==> config.mk <==
export PLATFORM = sky130hd
export DESIGN_NAME = control_sequencer
export DESIGN_NICKNAME = d
export VERILOG_FILES = /design/src/rtl/control_sequencer.sv
export SDC_FILE = /design/constraint.sdc
export NUM_CORES = 1
export LEC_CHECK = 0
export BUFFER_PORTS_ARGS = -buffer_cell sky130_fd_sc_hd__buf_4
export CORE_MARGIN = 4
export CORE_UTILIZATION = 39
export CTS_BUF_LIST = sky130_fd_sc_hd__clkbuf_8
export DETAILED_ROUTE_END_ITERATION = 12
export PLACE_DENSITY = 0.87
export SYNTH_ARGS = -nofsm -noshare
export SYNTH_HDL_FRONTEND = slang
export SYNTH_SLANG_ARGS = --single-unit
==> constraint.sdc <==
create_clock -name clock -period 3.65 [get_ports clock]
set_input_delay 0.365 -clock clock [delete_from_list [all_inputs] [get_ports clock]]
set_output_delay 0.365 -clock clock [all_outputs]
set_load 0.02 [all_outputs]
==> src/rtl/control_sequencer.sv <==
// Hardwired control unit for the Mini SRC bus datapath: fetch cycle plus ld, ldi, st,
// addi, in, out, nop and halt, with done-handshake waits on every memory access.
module control_sequencer (
  input  logic        clock,
  input  logic        clear,
  input  logic [31:0] ir,
  input  logic        mem_done,
  output logic        Gra,
  output logic        Grb,
  output logic        Grc,
  output logic        Rin,
  output logic        Rout,
  output logic        BAout,
  output logic        CON_in,
  output logic        PCin,
  output logic        IRin,
  output logic        MARin,
  output logic        MDRin,
  output logic        Yin,
  output logic        Zlowin,
  output logic        Zhighin,
  output logic        HIin,
  output logic        LOin,
  output logic        OutPortin,
  output logic        PCout,
  output logic        MDRout,
  output logic        ZHIout,
  output logic        ZLOout,
  output logic        HIout,
  output logic        LOout,
  output logic        Inportout,
  output logic        Cout,
  output logic        IncPC,
  output logic        read,
  output logic        write,
  output logic [4:0]  operation,
  output logic        run,
  output logic        illegal,
  output logic [3:0]  present_state
);

  typedef enum logic [3:0] {
    S_RESET = 4'b0000,
    S_T0    = 4'b0001,
    S_T1    = 4'b0010,
    S_T2    = 4'b0011,
    S_T3    = 4'b0100,
    S_T4    = 4'b0101,
    S_T5    = 4'b0110,
    S_T6    = 4'b0111,
    S_T7    = 4'b1000,
    S_HALT  = 4'b1001
  } state_e;

  localparam logic [4:0] OP_LD   = 5'b00000;
  localparam logic [4:0] OP_LDI  = 5'b00001;
  localparam logic [4:0] OP_ST   = 5'b00010;
  localparam logic [4:0] OP_ADDI = 5'b01100;
  localparam logic [4:0] OP_IN   = 5'b10110;
  localparam logic [4:0] OP_OUT  = 5'b10111;
  localparam logic [4:0] OP_NOP  = 5'b11010;
  localparam logic [4:0] OP_HALT = 5'b11011;
  localparam logic [4:0] ALU_ADD = 5'b00011;

  state_e     state_q;
  state_e     state_d;
  logic [4:0] opcode;
  logic       unused_ir_fields;

  assign opcode           = ir[31:27];
  assign unused_ir_fields = ^ir[26:0];
  assign present_state    = state_q;

  // state register; clear overrides any wait or in-flight instruction
  always_ff @(posedge clock) begin
    if (clear) begin
      state_q <= S_RESET;
    end else begin
      state_q <= state_d;
    end
  end

  // next-state and Moore control decode from the registered state and the opcode
  always_comb begin
    state_d   = state_q;
    Gra       = 1'b0;
    Grb       = 1'b0;
    Grc       = 1'b0;
    Rin       = 1'b0;
    Rout      = 1'b0;
    BAout     = 1'b0;
    CON_in    = 1'b0;
    PCin      = 1'b0;
    IRin      = 1'b0;
    MARin     = 1'b0;
    MDRin     = 1'b0;
    Yin       = 1'b0;
    Zlowin    = 1'b0;
    Zhighin   = 1'b0;
    HIin      = 1'b0;
    LOin      = 1'b0;
    OutPortin = 1'b0;
    PCout     = 1'b0;
    MDRout    = 1'b0;
    ZHIout    = 1'b0;
    ZLOout    = 1'b0;
    HIout     = 1'b0;
    LOout     = 1'b0;
    Inportout = 1'b0;
    Cout      = 1'b0;
    IncPC     = 1'b0;
    read      = 1'b0;
    write     = 1'b0;
    operation = 5'b00000;
    run       = 1'b1;
    illegal   = 1'b0;

    case (state_q)
      S_RESET: begin
        state_d = S_T0;
      end
      S_T0: begin
        PCout   = 1'b1;
        MARin   = 1'b1;
        IncPC   = 1'b1;
        Zlowin  = 1'b1;
        state_d = S_T1;
      end
      S_T1: begin
        ZLOout = 1'b1;
        PCin   = 1'b1;
        read   = 1'b1;
        MDRin  = 1'b1;
        if (mem_done) begin
          state_d = S_T2;
        end else begin
          state_d = S_T1;
        end
      end
      S_T2: begin
        MDRout = 1'b1;
        IRin   = 1'b1;
        case (opcode)
          OP_LD, OP_LDI, OP_ST, OP_ADDI, OP_IN, OP_OUT: state_d = S_T3;
          OP_NOP:  state_d = S_T0;
          OP_HALT: state_d = S_HALT;
          default: begin
            illegal = 1'b1;
            state_d = S_T0;
          end
        endcase
      end
      S_T3: begin
        case (opcode)
          OP_LD, OP_LDI, OP_ST: begin
            Grb     = 1'b1;
            BAout   = 1'b1;
            Yin     = 1'b1;
            state_d = S_T4;
          end
          OP_ADDI: begin
            Grb     = 1'b1;
            Rout    = 1'b1;
            Yin     = 1'b1;
            state_d = S_T4;
          end
          OP_IN: begin
            Inportout = 1'b1;
            Gra       = 1'b1;
            Rin       = 1'b1;
            state_d   = S_T0;
          end
          OP_OUT: begin
            Gra       = 1'b1;
            Rout      = 1'b1;
            OutPortin = 1'b1;
            state_d   = S_T0;
          end
          default: state_d = S_T0;
        endcase
      end
      S_T4: begin
        Cout      = 1'b1;
        operation = ALU_ADD;
        Zlowin    = 1'b1;
        state_d   = S_T5;
      end
      S_T5: begin
        case (opcode)
          OP_LD, OP_ST: begin
            ZLOout  = 1'b1;
            MARin   = 1'b1;
            state_d = S_T6;
          end
          OP_LDI, OP_ADDI: begin
            ZLOout  = 1'b1;
            Gra     = 1'b1;
            Rin     = 1'b1;
            state_d = S_T0;
          end
          default: state_d = S_T0;
        endcase
      end
      S_T6: begin
        case (opcode)
          OP_LD: begin
            read  = 1'b1;
            MDRin = 1'b1;
            if (mem_done) begin
              state_d = S_T7;
            end else begin
              state_d = S_T6;
            end
          end
          OP_ST: begin
            Gra     = 1'b1;
            Rout    = 1'b1;
            MDRin   = 1'b1;
            state_d = S_T7;
          end
          default: state_d = S_T0;
        endcase
      end
      S_T7: begin
        case (opcode)
          OP_LD: begin
            MDRout  = 1'b1;
            Gra     = 1'b1;
            Rin     = 1'b1;
            state_d = S_T0;
          end
          OP_ST: begin
            write = 1'b1;
            if (mem_done) begin
              state_d = S_T0;
            end else begin
              state_d = S_T7;
            end
          end
          default: state_d = S_T0;
        endcase
      end
      S_HALT: begin
        run     = 1'b0;
        state_d = S_HALT;
      end
      default: begin
        state_d = S_RESET;
      end
    endcase
  end

endmodule

**Word-level counts from Yosys, hierarchy flattened**

Cells that the tools add are included.

- Latch bits: 0
- RAM bits: 0
- Memories kept: 0
- Input bits: 35
- Memory bits (read-only): 0
- Register bits: 4

- Mux-type cells: 41
- Divide/modulo/power cells: 0
- Reductions and logical operators: 11
- $lt $le $gt $ge: 0
- Eq/ne operators: 16
- $mul: 0
- $add $sub $neg: 0
- Bitwise logic cells: 0
- Shift-type cells: 0

Operator list:

| cell | count |
|---|---|
| $pmux W4 S10 | 1 |
| $mux W1 | 24 |
| $eq A5 B5 Y1 const B | 4 |
| $eq A4 B3 Y1 const B | 4 |
| $pmux W4 S2 | 2 |
| $mux W4 | 3 |
| $pmux W1 S2 | 6 |
| $reduce_or A2 Y1 | 5 |
| $eq A4 B2 Y1 const B | 2 |
| $eq A4 B4 Y1 const B | 2 |
| $reduce_or A8 Y1 | 1 |
| $mux W3 | 2 |
| $reduce_or A6 Y1 | 1 |
| $eq A5 B1 Y1 const B | 1 |
| $eq A5 B2 Y1 const B | 1 |
| $eq A5 B4 Y1 const B | 1 |
| $logic_not A5 Y1 | 1 |
| $eq A4 B1 Y1 const B | 1 |
| $logic_not A4 Y1 | 1 |
| $pmux W1 S4 | 1 |
| $reduce_or A4 Y1 | 1 |
| $pmux W1 S3 | 1 |
| $reduce_or A3 Y1 | 1 |
| $mux W2 | 1 |

**Depth between registers and ports, before layout**

Gate-level depths: netlist of run 1.

- Depth in word-level cells: 4
- Mapped depth: 6
- Gate-level depth less buffers: 4

**Least setup slack after synthesis of run 1**

Ideal clock, no wire load.

- Path type: input -> output
- Start: input ir[29]
- End: output MDRin
- Buffers on the path: 1
- Arrival: 1.718 ns
- Slack: 1.567 ns
- Cell stages on the path: 3
- Cell sequence: clkbuf_1 or4_1 o311ai_1

- Longest elaborated chain between the ends: 4
- Elaborated cells between the ends (all ways): 5

Ends and longest elaborated chain:

| element | line | text |
|---|---|---|
| start, declared | 6 | `input logic [31:0] ir,` |
| $eq A5 B2 Y1 / $logic_not A5 Y1 (equally long branches) | 205 | `case (opcode)` |
| $reduce_or A2 Y1 (no source line) (*) | n/a |  |
| $mux W1 (*) | 205 |  |
| $pmux W1 S2 (*) | 118 | `case (state_q)` |
| end, declared | 18 | `output logic MDRin,` |

Every way passes the cells marked *; elsewhere a longest branch is shown, timed or not.

**Final worst setup path of run 1**

- Start: register state_q[1] (netlist: present_state[1])
- End: output Rin

- Longest elaborated chain between the ends: 2
- Elaborated cells between the ends (all ways): 4

Ends and longest elaborated chain:

| element | line | text |
|---|---|---|
| start, declared | 65 | `state_e state_q;` |
| start signal, assigned | 79 | `state_q <= state_d;` |
| $eq A4 B4 Y1 / $eq A4 B3 Y1 (equally long branches) | 118 |  |
| $pmux W1 S3 (*) | 118 |  |
| end, declared | 11 | `output logic Rin,` |

Marks and branches as above.

==> results.txt, run 1 <==
status -> finished, final reports clean
commonest non-fill, non-tap cells in the layout -> sky130_fd_sc_hd__buf_4 (35), sky130_fd_sc_hd__conb_1 (11), sky130_fd_sc_hd__nor2_1 (10)
number of antenna violations at the first check in global routing -> 0
hold_buf cts -> 0
number of flip-flops in the largest register -> 4
most heavily used metal layer in global routing -> met2
cell area after technology mapping -> 726.9 um^2
power per standard cell area -> 253.8 mW/mm^2
final wirelength -> 2135 um
number of placed cells counting well taps -> 152
post-placement worst setup slack -> 1.614 ns
remaining antenna violation count -> 0
NetSw -> 0.08956 mW
die width -> 51.18 um
sequential share of the synthesized area -> 11.02%
count of distinct cell types in the synthesized netlist -> 40
Final Max Tran Viols -> 0
setup-violating endpoint count in the final report -> 0
Chip Height -> 51.18 um
leading register cell type out of synthesis -> sky130_fd_sc_hd__dfxtp_1
clock latency at the later pin of the worst-skew pair -> 0.22 ns
met1 track utilization from global routing -> 20.56%
antenna cell count -> 0
cell with the largest stage delay on the worst path -> sky130_fd_sc_hd__or4bb_1
count of mapped cells out of synthesis -> 104
global-route wire length before repair -> 3263 um
routed len/inst -> 13.77 um
most common cell after layout, fill and taps aside -> sky130_fd_sc_hd__buf_4
pin count of the biggest net entering global routing -> 15
worst min-delay path category -> in -> reg
setup repair after global routing missed its margin -> false
crit path time final -> 2.229 ns
routability cong. -> 0.8183
Max VDD drop -> 0.0001768 V
Seq cells post-synth -> 4
achievable frequency -> 0.4487 GHz
Resize count post-CTS -> 0
CP max stage delay -> 0.57 ns
grt met3 use -> 4.082%
final setup skew -> 0.005286 ns
Worst-path clk slew -> 0.03 ns
I/O pin cnt -> 74
Clk pwr share -> 38.2%
sum of overflow across all layers after global routing -> 0
growth of design area from synthesis to finish -> 31.50%
MaxCap Viol Count -> 0
Core Region -> 0.001745 mm^2
maximum number of buffers from clock root to sink -> 2
DRC violations left -> 0
TritonRoute pass-1 iters -> 4
cell row count -> 15
share of post-route cells with drive strength above 1 -> 34.62%
number of buffers inserted by port buffering -> 35
biggest fanout along the worst timing path -> 11
Comb power frac -> 39.3%
starting DRC count in detailed routing -> 31
met2 Resource Use GR -> 24.68%
TNS Setup -> 0 ns
hold path startpoint -> clear
number of flops mapped to enable cells by yosys -> 0
series of cell instances along the critical path -> or4bb_1 -> a211oi_1 -> o21ai_1 -> o21ai_0 -> buf_4
main area contributors after synthesis -> sky130_fd_sc_hd__buf_4 (15%), sky130_fd_sc_hd__dfxtp_1 (11%), sky130_fd_sc_hd__nor2_1 (5.2%)
minimum hold slack -> 0.5068 ns
depth of the CTS H-tree -> 1
GRT Total Usage -> 15.95%
number of fillers in the final layout -> 175
count of warnings emitted by yosys -> 0
number of buffers created by CTS -> 3
Internal Power -> 0.1530 mW
critical register-to-register path startpoint -> present_state[0]
least setup slack across all paths after layout -> 1.421 ns
TritonCTS clock tree -> done
vias in the first global route -> 762
number of cells in the finished layout apart from fillers -> 155
leakage power of the design -> 0.4431 nW
cell taking the most area after synthesis -> sky130_fd_sc_hd__buf_4
slew margin rel. -> 59.04%
root buffer cell -> sky130_fd_sc_hd__clkbuf_8
starting density of the core -> 41.65%
actual slew at the worst max-slew pin -> 0.6088 ns
Yosys top cell area share -> 15.49%
class of the most critical setup path -> reg -> out
die area -> 0.002619 mm^2
switching share of power -> 36.92%
type of origin of the critical path -> flop
detail-routed via count per cell -> 5.645
total clock sinks -> 4
final hold violation count -> 0
proportion of power drawn by flip-flops and latches -> 22.5%
number of nets in the finished design -> 167
number of setup buffers added after CTS -> 0
required time at the worst-slack endpoint -> 3.28 ns
mean instance size in the synthesized netlist -> 6.990 um^2
Detail Placement HPWL -> 1606 um
Tcrit/Tclk final -> 61.06%
Worst setup startpoint -> present_state[1]
share of synthesized registers carrying an async set or reset -> 0%
Worst Path Arrival -> 1.86 ns
sort of element at the end of the critical path -> output pin
total via count in the routed design -> 875
-- power groups by stage --
stage	Sequential (mW)	Combinational, mW	Clock (mW)
after floorplan	0.0523	0.0735	0
after global placement	0.0542	0.0926	0
after detailed placement	0.0549	0.0943	0
after CTS	0.0544	0.0945	0.0936
after global routing	0.0553	0.101	0.0992
final	0.0546	0.0953	0.0927
-- cell families after synthesis --
logic type / after synthesis / share of synthesized area (%)
other cells: 1 / 0.5159
simple gates: 43 / 39.24
flops: 4 / 11.02
compound gates: 27 / 25.82
buf+inv: 29 / 23.41
-- area by class of cell --
type	count	area [um^2]	area share, %
multi-input combinational	81	514.2	53.80
timing repair buffer	35	262.8	27.49
sequential	4	80.08	8.377
clock buffer	3	41.29	4.319
tap	25	31.28	3.272
inverter	7	26.28	2.749
-- per-layer routing --
layer  wire [um]  part of all wire (%)
met5           0                     0
met4          32                   1.5
met1         873                    41
met3         251                    12
met2         977                    46
-- cell usage after synthesis (all sizes together) (2+ instances only) --
library cell / instances
nand3: 2
nand2: 3
nand2b: 5
dfxtp: 4
or4b: 2
nor3: 4
clkbuf: 4
o31ai: 3
o21ai: 7
a31oi: 5
nor2: 10
and4b: 2
inv: 7
a211oi: 2
buf: 18
or2: 3
nand3b: 3
nor4: 3
-- worst paths after layout --
kind,slack [ns],end,cells past startpoint
min reg2reg,0.72,present_state[3],2
max reg2reg,2.04,present_state[0],4
min,0.51,present_state[1],3
max,1.42,Rin,5
-- metrics by stage --
stage,area (um^2),utilization (%),power [mW]
after floorplan,764.5,-,0.1258
after global placement,914.6,52.40,0.1467
after detailed placement,914.6,52.40,0.1491
after CTS,955.9,54.77,0.2425
after global routing,955.9,54.77,0.2558
final,955.9,54.77,0.2426
-- critical path: cells and delay by family (launching register included) --
family / cells / cell delay (ns)
AND/OR/NAND/NOR: 1 / 0.57
flip-flops: 1 / 0.50
AO/OA/AOI/OAI: 3 / 0.41
buffers and inverters: 1 / 0.16
(Power assumes the default switching activity.)
==> run 2, diff against run 1 <==
--- a/config.mk
+++ b/config.mk
@@ -7,10 +7,10 @@
 export LEC_CHECK = 0
 export BUFFER_PORTS_ARGS = -buffer_cell sky130_fd_sc_hd__buf_4
 export CORE_MARGIN = 4
-export CORE_UTILIZATION = 39
+export CORE_UTILIZATION = 33
 export CTS_BUF_LIST = sky130_fd_sc_hd__clkbuf_8
 export DETAILED_ROUTE_END_ITERATION = 12
-export PLACE_DENSITY = 0.87
+export PLACE_DENSITY = 0.79
 export SYNTH_ARGS = -nofsm -noshare
 export SYNTH_HDL_FRONTEND = slang
 export SYNTH_SLANG_ARGS = --single-unit
==> constraint.sdc (replaced) <==
create_clock -name clock -period 1.85 [get_ports clock]
set_input_delay 0.185 -clock clock [delete_from_list [all_inputs] [get_ports clock]]
set_output_delay 0.185 -clock clock [all_outputs]
set_load 0.02 [all_outputs]
==> results.txt, run 2 (synthesis gave the netlist of run 1 again) <==
status -> finished, final reports clean
final hold violation count -> 0
number of flip-flops in the largest register -> 4
total via count in the routed design -> 894
Worst-path clk slew -> 0.03 ns
post-placement worst setup slack -> 0.09355 ns
worst min-delay path category -> in -> reg
detail-routed via count per cell -> 5.519
most common cell after layout, fill and taps aside -> sky130_fd_sc_hd__buf_4
number of buffers created by CTS -> 3
Detail Placement HPWL -> 1769 um
Tcrit/Tclk final -> 99.98%
Chip Height -> 54.94 um
maximum number of buffers from clock root to sink -> 2
power per standard cell area -> 485.9 mW/mm^2
root buffer cell -> sky130_fd_sc_hd__clkbuf_8
Max VDD drop -> 0.0002900 V
starting DRC count in detailed routing -> 30
global-route wire length before repair -> 3408 um
minimum hold slack -> 0.2996 ns
die area -> 0.003018 mm^2
share of post-route cells with drive strength above 1 -> 44.44%
class of the most critical setup path -> reg -> out
hold_buf cts -> 0
pin count of the biggest net entering global routing -> 15
Core Region -> 0.002022 mm^2
sort of element at the end of the critical path -> output pin
vias in the first global route -> 796
depth of the CTS H-tree -> 1
cell row count -> 16
biggest fanout along the worst timing path -> 10
total clock sinks -> 4
type of origin of the critical path -> flop
crit path time final -> 1.850 ns
number of placed cells counting well taps -> 158
TritonCTS clock tree -> done
DRC violations left -> 0
commonest non-fill, non-tap cells in the layout -> sky130_fd_sc_hd__buf_4 (39), sky130_fd_sc_hd__conb_1 (11), sky130_fd_sc_hd__nor2_1 (8)
GRT Total Usage -> 15.53%
growth of design area from synthesis to finish -> 42.34%
clock latency at the later pin of the worst-skew pair -> 0.22 ns
number of antenna violations at the first check in global routing -> 0
remaining antenna violation count -> 0
achievable frequency -> 0.5407 GHz
routed len/inst -> 14.42 um
MaxCap Viol Count -> 0
number of buffers inserted by port buffering -> 35
Worst Path Arrival -> 1.66 ns
antenna cell count -> 0
routability cong. -> 0.8381
setup-violating endpoint count in the final report -> 0
starting density of the core -> 35.95%
actual slew at the worst max-slew pin -> 0.5524 ns
TritonRoute pass-1 iters -> 4
final wirelength -> 2336 um
I/O pin cnt -> 74
least setup slack across all paths after layout -> 0.0004160 ns
leakage power of the design -> 0.4772 nW
die width -> 54.94 um
sum of overflow across all layers after global routing -> 0
number of fillers in the final layout -> 195
Final Max Tran Viols -> 0
required time at the worst-slack endpoint -> 1.66 ns
number of nets in the finished design -> 172
slew margin rel. -> 62.22%
setup repair after global routing missed its margin -> true
final setup skew -> 0.004504 ns
number of cells in the finished layout apart from fillers -> 162
-- run 2: metal layers --
metal  GRT usage, %  vias up  part of all wire, %  wire [um]
met3          3.217        7                   11        266
li1               -      423                    -          -
met5              0        -                    0          0
met1          17.58      396                   38        896
met4          7.692        0                  2.1         48
met2          27.36       68                   48       1124
-- run 2: final cells by class --
cell class                      instances  area (um^2)  area share [%]
Timing Repair Buffer                   40        304.0           29.38
Inverter                                7        26.28           2.539
Clock buffer                            3        41.29           3.990
Sequential cell                         4        87.58           8.464
Multi-Input combinational cell         81        541.8           52.36
Tap cell                               27        33.78           3.265
-- run 2: per-stage QoR --
stage	power (mW)	setup TNS [ns]	util (%)	instance area [um^2]
2_1_floorplan	0.2482	0	-	764.5
3_3_place_gp	0.2980	0	46.84	947.2
3_5_place_dp	0.3029	0	46.84	947.2
4_1_cts	0.4939	0	50.06	1012
5_1_grt	0.5258	-0.05647	51.18	1035
6_report	0.5028	0	51.18	1035
-- run 2: path summary, 6_finish.rpt --
| path | startpoint | end | slack [ns] | depth (start not counted) |
|---|---|---|---|---|
| worst min-delay path | clear | present_state[2] | 0.30 | 3 |
| worst max-delay path | present_state[2] | Rin | 0.0004 | 5 |
| worst min register to register | present_state[0] | present_state[3] | 0.69 | 3 |
| worst max register to register | present_state[1] | present_state[3] | 0.36 | 5 |
-- run 2: critical path, stage by stage, from the launching register on --
cell                       delay [ns]
sky130_fd_sc_hd__dfxtp_4         0.39
sky130_fd_sc_hd__or4bb_4         0.50
sky130_fd_sc_hd__a211oi_2        0.18
sky130_fd_sc_hd__o21ai_1         0.11
sky130_fd_sc_hd__o21ai_1         0.10
sky130_fd_sc_hd__buf_4           0.17
-- run 2: report_power, final --
part | switching [mW] | internal (mW) | total (mW)
Clock | 0.0521 | 0.139 | 0.191
Combinational | 0.134 | 0.0805 | 0.214
Sequential | 0.00516 | 0.0919 | 0.0971
Total | 0.191 | 0.312 | 0.503
-- run 2: what timing repair did --
item	CTS	global route
hold endpoints to repair	0	0
pin swaps	1	0
buffers inserted	1	0
gates resized for setup	7	8
endpoints found under the setup margin	5	6
